$ cat src/rtl/rtc_bus_ctrl.sv
// rtc_bus_ctrl: sequences one multiplexed address/data transaction on the RTC bus per start request.
module rtc_bus_ctrl #(
    parameter int T_SETUP = 2,
    parameter int T_PULSE = 10,
    parameter int T_HOLD  = 2
) (
    input  logic       clk,
    input  logic       rst,
    input  logic       start_wr,
    input  logic       start_rd,
    input  logic [7:0] dir_in,
    input  logic [7:0] dato_in,
    input  logic [7:0] ad_in,
    output logic [7:0] ad_out,
    output logic       ad_oe,
    output logic       ad_sel,
    output logic       cs_n,
    output logic       wr_n,
    output logic       rd_n,
    output logic [7:0] dato_leido,
    output logic       busy,
    output logic       done
);
    localparam int MX = T_PULSE > T_SETUP ? (T_PULSE > T_HOLD ? T_PULSE : T_HOLD)
                                          : (T_SETUP > T_HOLD ? T_SETUP : T_HOLD);
    localparam int CW = MX > 1 ? $clog2(MX) : 1;
    localparam logic [2:0] IDLE       = 3'd0;
    localparam logic [2:0] ADDR_SETUP = 3'd1;
    localparam logic [2:0] ADDR_STB   = 3'd2;
    localparam logic [2:0] ADDR_HOLD  = 3'd3;
    localparam logic [2:0] DATA_SETUP = 3'd4;
    localparam logic [2:0] DATA_STB   = 3'd5;
    localparam logic [2:0] DATA_HOLD  = 3'd6;
    localparam logic [2:0] DONE       = 3'd7;
    logic [2:0]    state;
    logic [CW-1:0] cnt, lim;
    logic          adv, op_wr, ap, dp;
    logic [7:0]    dir, dat;
    always_comb begin
        ap  = state == ADDR_SETUP || state == ADDR_STB || state == ADDR_HOLD;
        dp  = state == DATA_SETUP || state == DATA_STB || state == DATA_HOLD;
        lim = (state == ADDR_STB || state == DATA_STB)     ? CW'(T_PULSE - 1) :
              (state == ADDR_HOLD || state == DATA_HOLD)   ? CW'(T_HOLD - 1)  :
              (state == ADDR_SETUP || state == DATA_SETUP) ? CW'(T_SETUP - 1) : '0;
        adv = cnt == lim;
    end
    // Bus outputs are registered from the current state, so they trail the state by one edge.
    always_ff @(posedge clk or posedge rst) begin
        if (rst) begin
            state      <= IDLE;
            cnt        <= '0;
            op_wr      <= 1'b0;
            dir        <= 8'h00;
            dat        <= 8'h00;
            ad_out     <= 8'h00;
            ad_oe      <= 1'b0;
            ad_sel     <= 1'b0;
            cs_n       <= 1'b1;
            wr_n       <= 1'b1;
            rd_n       <= 1'b1;
            dato_leido <= 8'h00;
            busy       <= 1'b0;
            done       <= 1'b0;
        end else begin
            if (state == IDLE) begin
                cnt <= '0;
                if (start_wr || start_rd) begin
                    state <= ADDR_SETUP;
                    op_wr <= start_wr;
                    dir   <= dir_in;
                    dat   <= dato_in;
                end
            end else if (adv) begin
                cnt   <= '0;
                state <= state == DONE ? IDLE : state + 3'd1;
            end else begin
                cnt <= cnt + 1'b1;
            end
            cs_n   <= !(ap || dp);
            wr_n   <= !(state == ADDR_STB || (state == DATA_STB && op_wr));
            rd_n   <= !(state == DATA_STB && !op_wr);
            ad_oe  <= ap || (dp && op_wr);
            ad_sel <= dp;
            ad_out <= ap ? dir : (dp && op_wr) ? dat : 8'h00;
            busy   <= state != IDLE;
            done   <= state == DONE;
            if (state == DATA_STB && !op_wr && adv)
                dato_leido <= ad_in;
        end
    end
endmodule

$ cat config.mk
export PLATFORM = sky130hd
export DESIGN_NAME = rtc_bus_ctrl
export DESIGN_NICKNAME = d
export VERILOG_FILES = /design/src/rtl/rtc_bus_ctrl.sv
export SDC_FILE = /design/constraint.sdc
export NUM_CORES = 1
export LEC_CHECK = 0
export BUFFER_PORTS_ARGS = -buffer_cell sky130_fd_sc_hd__buf_2
export CAP_MARGIN = 5
export CORE_UTILIZATION = 52
export CTS_CLUSTER_SIZE = 30
export DETAILED_ROUTE_END_ITERATION = 7
export PLACE_DENSITY = 0.78
export SLEW_MARGIN = 20
export SYNTH_ARGS = -nofsm -noshare
export SYNTH_HDL_FRONTEND = slang
export SYNTH_SLANG_ARGS = --single-unit
$ cat constraint.sdc
create_clock -name clk -period 2.4 [get_ports clk]
set_clock_uncertainty 0.2 [all_clocks]
set_input_delay 0.48 -clock clk [delete_from_list [all_inputs] [get_ports clk]]
set_output_delay 0.48 -clock clk [all_outputs]
set_load 0.03 [all_outputs]
==> results of run 1 <==
## routing by layer
metal	vias up	global-route usage	wire [um]	share of wire
met5	-	0	0	0
met4	0	0.1056	97	0.027
met3	10	0.06690	287	0.081
met2	57	0.3382	1779	0.50
met1	648	0.2226	1395	0.39
li1	628	-	-	-
## logic make-up after synthesis
family,Yosys count,synth area share
compound gates,9,0.03459
xor+xnor,2,0.008649
fa+ha+maj,7,0.04323
buf+inv,12,0.03150
flops,47,0.5825
mux,36,0.2075
simple gates,35,0.09203
## synth_stat cells
cell,number
sky130_fd_sc_hd__xnor2_1,1
sky130_fd_sc_hd__ha_1,7
sky130_fd_sc_hd__nor3b_1,2
sky130_fd_sc_hd__nand2b_1,2
sky130_fd_sc_hd__a211oi_1,1
sky130_fd_sc_hd__nor3_1,7
sky130_fd_sc_hd__nand3_1,2
sky130_fd_sc_hd__dfrtp_1,44
sky130_fd_sc_hd__a21oi_1,1
sky130_fd_sc_hd__buf_2,3
sky130_fd_sc_hd__mux2i_1,12
sky130_fd_sc_hd__or2_2,2
sky130_fd_sc_hd__a2bb2oi_1,2
sky130_fd_sc_hd__nor2_1,11
sky130_fd_sc_hd__o21a_1,3
sky130_fd_sc_hd__and3b_1,1
sky130_fd_sc_hd__xor2_1,1
sky130_fd_sc_hd__buf_6,2
sky130_fd_sc_hd__nand2_1,2
sky130_fd_sc_hd__mux2_2,16
sky130_fd_sc_hd__and4b_1,1
sky130_fd_sc_hd__nor2b_1,2
sky130_fd_sc_hd__nor4_1,2
sky130_fd_sc_hd__a21oi_2,1
sky130_fd_sc_hd__or3b_1,1
sky130_fd_sc_hd__a22o_1,1
sky130_fd_sc_hd__mux2_4,8
sky130_fd_sc_hd__dfstp_2,3
sky130_fd_sc_hd__inv_1,7
## placed cells by master (no fill, tap or decap), types with 3 or more instances in the layout
cell type and instances:
sky130_fd_sc_hd__buf_2 50, sky130_fd_sc_hd__buf_4 7, sky130_fd_sc_hd__clkbuf_8 7, sky130_fd_sc_hd__dfrtp_1 44
sky130_fd_sc_hd__dfstp_2 3, sky130_fd_sc_hd__ha_1 6, sky130_fd_sc_hd__inv_1 6, sky130_fd_sc_hd__mux2_2 16
sky130_fd_sc_hd__mux2_4 8, sky130_fd_sc_hd__mux2i_1 12, sky130_fd_sc_hd__nor2_1 11, sky130_fd_sc_hd__nor3_1 5
sky130_fd_sc_hd__o21a_1 3
## registers in the layout, indices dropped and copies added, names as in the netlist
register    count
ad_oe           1
ad_out          8
ad_sel          1
busy            1
cnt             4
cs_n            1
dat             8
dato_leido      8
dir             8
done            1
op_wr           1
rd_n            1
state           3
wr_n            1
## worst max-delay path, stage by stage, from the launching register on
cell and delay (ns):
sky130_fd_sc_hd__dfrtp_1 0.47, sky130_fd_sc_hd__ha_2 0.27, sky130_fd_sc_hd__and3b_1 0.22, sky130_fd_sc_hd__o21a_1 0.23
sky130_fd_sc_hd__or3b_4 0.48, sky130_fd_sc_hd__mux2_4 0.33
## metrics by stage
step           area (um^2)    util  cells  total power [mW]  setup slack [ns]
3_3_place_gp          2351  0.6374    248             3.061           0.06033
4_1_cts               2464  0.6679    257             3.667           0.09795
2_1_floorplan         2026       -    148             2.684            0.2049
3_5_place_dp          2351  0.6374    248             3.158          -0.02815
6_report              2476  0.6713    257             3.664            0.1024
5_1_grt               2476  0.6713    257             3.916          0.008852
## timing repair
action                                 in CTS  in global routing
setup endpoints to repair                   8                  8
endpoints found under the hold margin      18                  0
hold buffers                                1                  0
buffers inserted                            0                  0
gates resized for setup                     1                  3
## cell type report
type                            count  area [um^2]
Timing Repair Buffer               58        312.8
Multi-Input combinational cell     89        797.0
Tap cell                           48        60.06
Sequential cell                    47         1180
Fill cell                         282         1212
Clock buffer                        8        100.1
Inverter                            7        26.28
## power breakdown
group          total [mW]  internal (mW)  switching (mW)
Clock               0.502          0.263           0.239
Combinational        1.76          0.789           0.973
Sequential           1.40           1.18           0.224
Total                3.66           2.23            1.44
## final timing paths
check / start / endpoint / slack [ns] / depth (start not counted)
max in group asynchronous: rst / rd_n / 0.85 / 4
setup / recovery: state[0] / dato_leido[0] / 0.10 / 5
setup reg to reg: state[0] / dato_leido[0] / 0.10 / 5
hold / removal: dir_in[3] / dir[3] / 0.22 / 2
hold reg to reg: dato_leido[2] / dato_leido[2] / 0.31 / 1
min in group asynchronous: rst / dato_leido[2] / 0.54 / 3
==> impl_metrics.tcl, run 1 <==
set metrics [dict create \
    global_route.usage.total 0.2000 \
    num_ports 51 \
    synth.top_cells.by_area "sky130_fd_sc_hd__dfrtp_1, sky130_fd_sc_hd__mux2_2, sky130_fd_sc_hd__mux2i_1, sky130_fd_sc_hd__mux2_4, sky130_fd_sc_hd__ha_1" \
    first_pass_grt_wire_length_um 6134 \
    maxCapViolCount 0 \
    port_buffer_count 50 \
    floorplan.die.width_um 64.42 \
    vdd.ir_drop.worst_mv 0.6292 \
    endpoint_kind "flip-flop" \
    cp_data_arrival_time_ns 2.28 \
    clock-root-buffer "sky130_fd_sc_hd__clkbuf_8" \
    count_of_state_elements_after_synthesis 47 \
    worst_setup_sp_type "flip-flop" \
    clock_tree.buffer_depth 2 \
    dr_total_vias 1343 \
    syn-num-nets 183 \
    drt_first_iter_violations 44 \
    final_replace_weighted_congestion 0.8995 \
    starting_density_of_the_core 0.5492 \
    relSlewSlack 0.6048 \
    final.period_utilization 0.9574 \
    initial_antenna_violation_count 0 \
    synth_area_leader_cell "sky130_fd_sc_hd__dfrtp_1" \
    htreeDepth 2 \
    whs_ns 0.2166 \
    coreArea_um2 3689 \
    globalRoute.totalOverflow 0 \
    fmax_mhz 435.2 \
    grt_max_degree 22 \
    hold_viol 0 \
    cp_max_fo 8 \
    tritoncts.num_buffers 5 \
    vias_per_cell 5.226 \
    min-delay-path-class "in2reg" \
    height_of_the_die_um 64.42 \
    netlist.area_leader.share 0.5435 \
    yosysWarningCount 0 \
    finalWorstPathRequiredPeriod_ns 2.298 \
    detailed_place_hpwl_um 2617 \
    seq_area_frac_synth 0.5825 \
    die-area_um2 4149 \
    netlist-cell-type-count 29 \
    critical_path_class "reg2reg" \
    syn2layout_area_growth_pct 22.24 \
    max_slew.worst_pin.slew_ns 0.5882 \
    setup_repair_after_global_routing_missed_its_margin "no" \
    finalSetupViolCount 0 \
    total_leakage_power_nw 1.269 \
    first_pass_iteration_count_of_the_detailed_router 4 \
    avgSynthCellArea_um2 13.69 \
    synth_area_um2 2026 \
    drt.antenna.violating_nets 0 \
    finalMaxSlewViolations 0 \
    worstPathRequired_ns 2.38 \
    layout-drive-gt1-share 0.4737 \
    clk_latency_ns 0.29 \
    cts_sink_cnt 47 \
    syn_inst 148 \
    setup-tns-final_ns 0 \
    first_global_vias 1424 \
    wl_per_cell_um 13.85 \
    status "complete, no violations" \
    insertedDiodeCount 0 \
    final_net_count 243 \
    totalWireLength_um 3559 \
    fp-row-count 22 \
    clkSlewWorstSetupHoldPaths_ns 0.08 \
    pwr_density_cell_nw_per_um2 1480 \
    remaining_drc_errors 0 \
    cts_tree "built" \
]
No activity file was read; power rests on OpenSTA's default activity.
==> run 2, diff against run 1 <==
--- a/config.mk
+++ b/config.mk
@@ -7,6 +7,7 @@
 export LEC_CHECK = 0
 export BUFFER_PORTS_ARGS = -buffer_cell sky130_fd_sc_hd__buf_2
 export CAP_MARGIN = 5
+export CORE_ASPECT_RATIO = 0.75
 export CORE_UTILIZATION = 52
 export CTS_CLUSTER_SIZE = 30
 export DETAILED_ROUTE_END_ITERATION = 7
==> impl_metrics.tcl, run 2 (synthesis gave the netlist of run 1 again) <==
set metrics [dict create \
    status "complete, no violations" \
    fmax_mhz 442.3 \
    post-cts-setup-buffer-count 0 \
    reg2reg_from "state[1]" \
    vias_per_cell 5.031 \
    clk_latency_ns 0.29 \
    total_leakage_power_nw 1.279 \
    port_buffer_count 50 \
    setup_repair_after_global_routing_missed_its_margin "no" \
    starting_density_of_the_core 0.5497 \
    htreeDepth 2 \
    worst_setup_sp_type "flip-flop" \
    remaining_drc_errors 0 \
    cts_sink_cnt 47 \
    clock-root-buffer "sky130_fd_sc_hd__clkbuf_8" \
    critPathLaunch "state[1]" \
    cp_max_fo 8 \
    cts_tree "built" \
    worstPathRequired_ns 2.38 \
    detailed_place_hpwl_um 2696 \
    grt_max_degree 31 \
    worst_path_dominant_cell_family "simple AND/OR/NAND/NOR gates" \
    dr_total_vias 1308 \
    globalRoute.totalOverflow 0 \
    coreArea_um2 3685 \
    layout-drive-gt1-share 0.4760 \
    final.period_utilization 0.9421 \
    height_of_the_die_um 56.05 \
    finalWorstPathRequiredPeriod_ns 2.261 \
    tritoncts.num_buffers 5 \
    drt.antenna.violating_nets 0 \
    fp-row-count 19 \
    maxCapViolCount 0 \
    utilization 0.6791 \
    global_route.usage.total 0.1990 \
    clock_tree.buffer_depth 2 \
    final.fill_count 295 \
    die-area_um2 4152 \
    final_net_count 242 \
    cp_slowest_stage_delay_ns 0.47 \
    pwr_density_cell_nw_per_um2 1536 \
    min-delay-path-class "in2async" \
    drt_first_iter_violations 60 \
    floorplan.die.width_um 74.07 \
    final_replace_weighted_congestion 0.8644 \
    first_pass_iteration_count_of_the_detailed_router 4 \
    totalWireLength_um 3625 \
    insertedDiodeCount 0 \
    first_global_vias 1355 \
    hold_viol 0 \
    num_ports 51 \
    layout.cells.most_common_list "sky130_fd_sc_hd__buf_2, sky130_fd_sc_hd__dfrtp_1, sky130_fd_sc_hd__mux2_2" \
    wl_per_cell_um 13.94 \
    worst-path-buf-inv 1 \
    endpoint_kind "flip-flop" \
    cells_traversed_along_the_worst_timing_path "inv_1 -> ha_1 -> and3b_1 -> o21a_1 -> or3b_4 -> mux2_4" \
    max_slew.worst_pin.slew_ns 0.5882 \
    relSlewSlack 0.6049 \
    vdd.ir_drop.worst_mv 0.7370 \
    clkSlewWorstSetupHoldPaths_ns 0.08 \
    cp_data_arrival_time_ns 2.24 \
    syn2layout_area_growth_pct 23.53 \
    finalSetupViolCount 0 \
    placed_area_um2 2356 \
    first_pass_grt_wire_length_um 6099 \
    post-route-cell-area_um2 2502 \
    initial_antenna_violation_count 0 \
    final_common_cell "sky130_fd_sc_hd__buf_2" \
    finalMaxSlewViolations 0 \
    slowest_stage "sky130_fd_sc_hd__or3b_4" \
    critical_path_class "reg2reg" \
]
==> run 2: cell count changes in the layout (fill, tap and decap cells not counted) <==
cell | previous run | this run
sky130_fd_sc_hd__dfrtp_2 | 0 | 1
sky130_fd_sc_hd__clkbuf_8 | 7 | 5
sky130_fd_sc_hd__dlygate4sd3_1 | 1 | 0
sky130_fd_sc_hd__ha_1 | 6 | 7
sky130_fd_sc_hd__dfrtp_1 | 44 | 43
sky130_fd_sc_hd__ha_2 | 1 | 0
sky130_fd_sc_hd__bufinv_16 | 0 | 2
==> run 2: power by group <==
part / switching [mW] / internal, mW
registers: 0.222 / 1.18
clock network: 0.247 / 0.416
logic: 0.985 / 0.796
==> run 2: final cells by class <==
| cell class | instances | area [um^2] | share of cell area |
|---|---|---|---|
| timing repair buffer | 57 | 302.8 | 0.1210 |
| clock buffer | 6 | 72.57 | 0.02900 |
| multi-input combinational | 89 | 794.5 | 0.3175 |
| inverter | 7 | 26.28 | 0.01050 |
| sequential | 47 | 1181 | 0.4720 |
| tap | 52 | 65.06 | 0.02600 |
| clock inverter | 2 | 60.06 | 0.02400 |
==> run 2: worst paths after layout <==
check                      slack (ns)            end  depth (start not counted)
hold / removal                   0.04  dato_leido[1]                          2
setup reg to reg                 0.14  dato_leido[2]                          6
max in group asynchronous        1.30         dir[7]                          3
hold reg to reg                  0.31         dir[2]                          1
setup / recovery                 0.14  dato_leido[2]                          6
min in group clk                 0.21         dat[0]                          2
==> run 2: repair_timing <==
action	4_1_cts	5_1_grt
gates resized for setup	1	3
hold buffers	0	0
setup endpoints to repair	8	11
==> run 2: through the flow <==
| stage | setup TNS (ns) | std cells | setup slack [ns] | hold WS (ns) | power (mW) |
|---|---|---|---|---|---|
| global route | 0 | 260 | 0.03200 | 0.07944 | 4.121 |
| finish | 0 | 260 | 0.1388 | 0.04327 | 3.844 |
| floorplan | 0 | 148 | 0.2049 | 0.2658 | 2.684 |
| global placement | 0 | 252 | 0.08928 | 0.2887 | 3.081 |
| detailed placement | -0.09781 | 252 | -0.01800 | 0.2930 | 3.185 |
| CTS | 0 | 260 | 0.09692 | 0.06184 | 3.861 |
==> run 2: worst register-to-register path, delay by kind of cell (launching register included) <==
family                   cells  cell delay, ns
buffers and inverters        1            0.10
AND/OR/NAND/NOR              2            0.68
adder cells (fa/ha/maj)      1            0.19
flip-flops                   1            0.42
multiplexers                 1            0.33
AO/OA/AOI/OAI                1            0.23
==> run 2: routing by layer <==
metal	vias to the layer above	wire, um	GRT usage
met5	-	0	0
met4	0	57	0.06593
met3	7	239	0.05797
met2	44	1704	0.3195
met1	629	1625	0.2570
li1	628	-	-
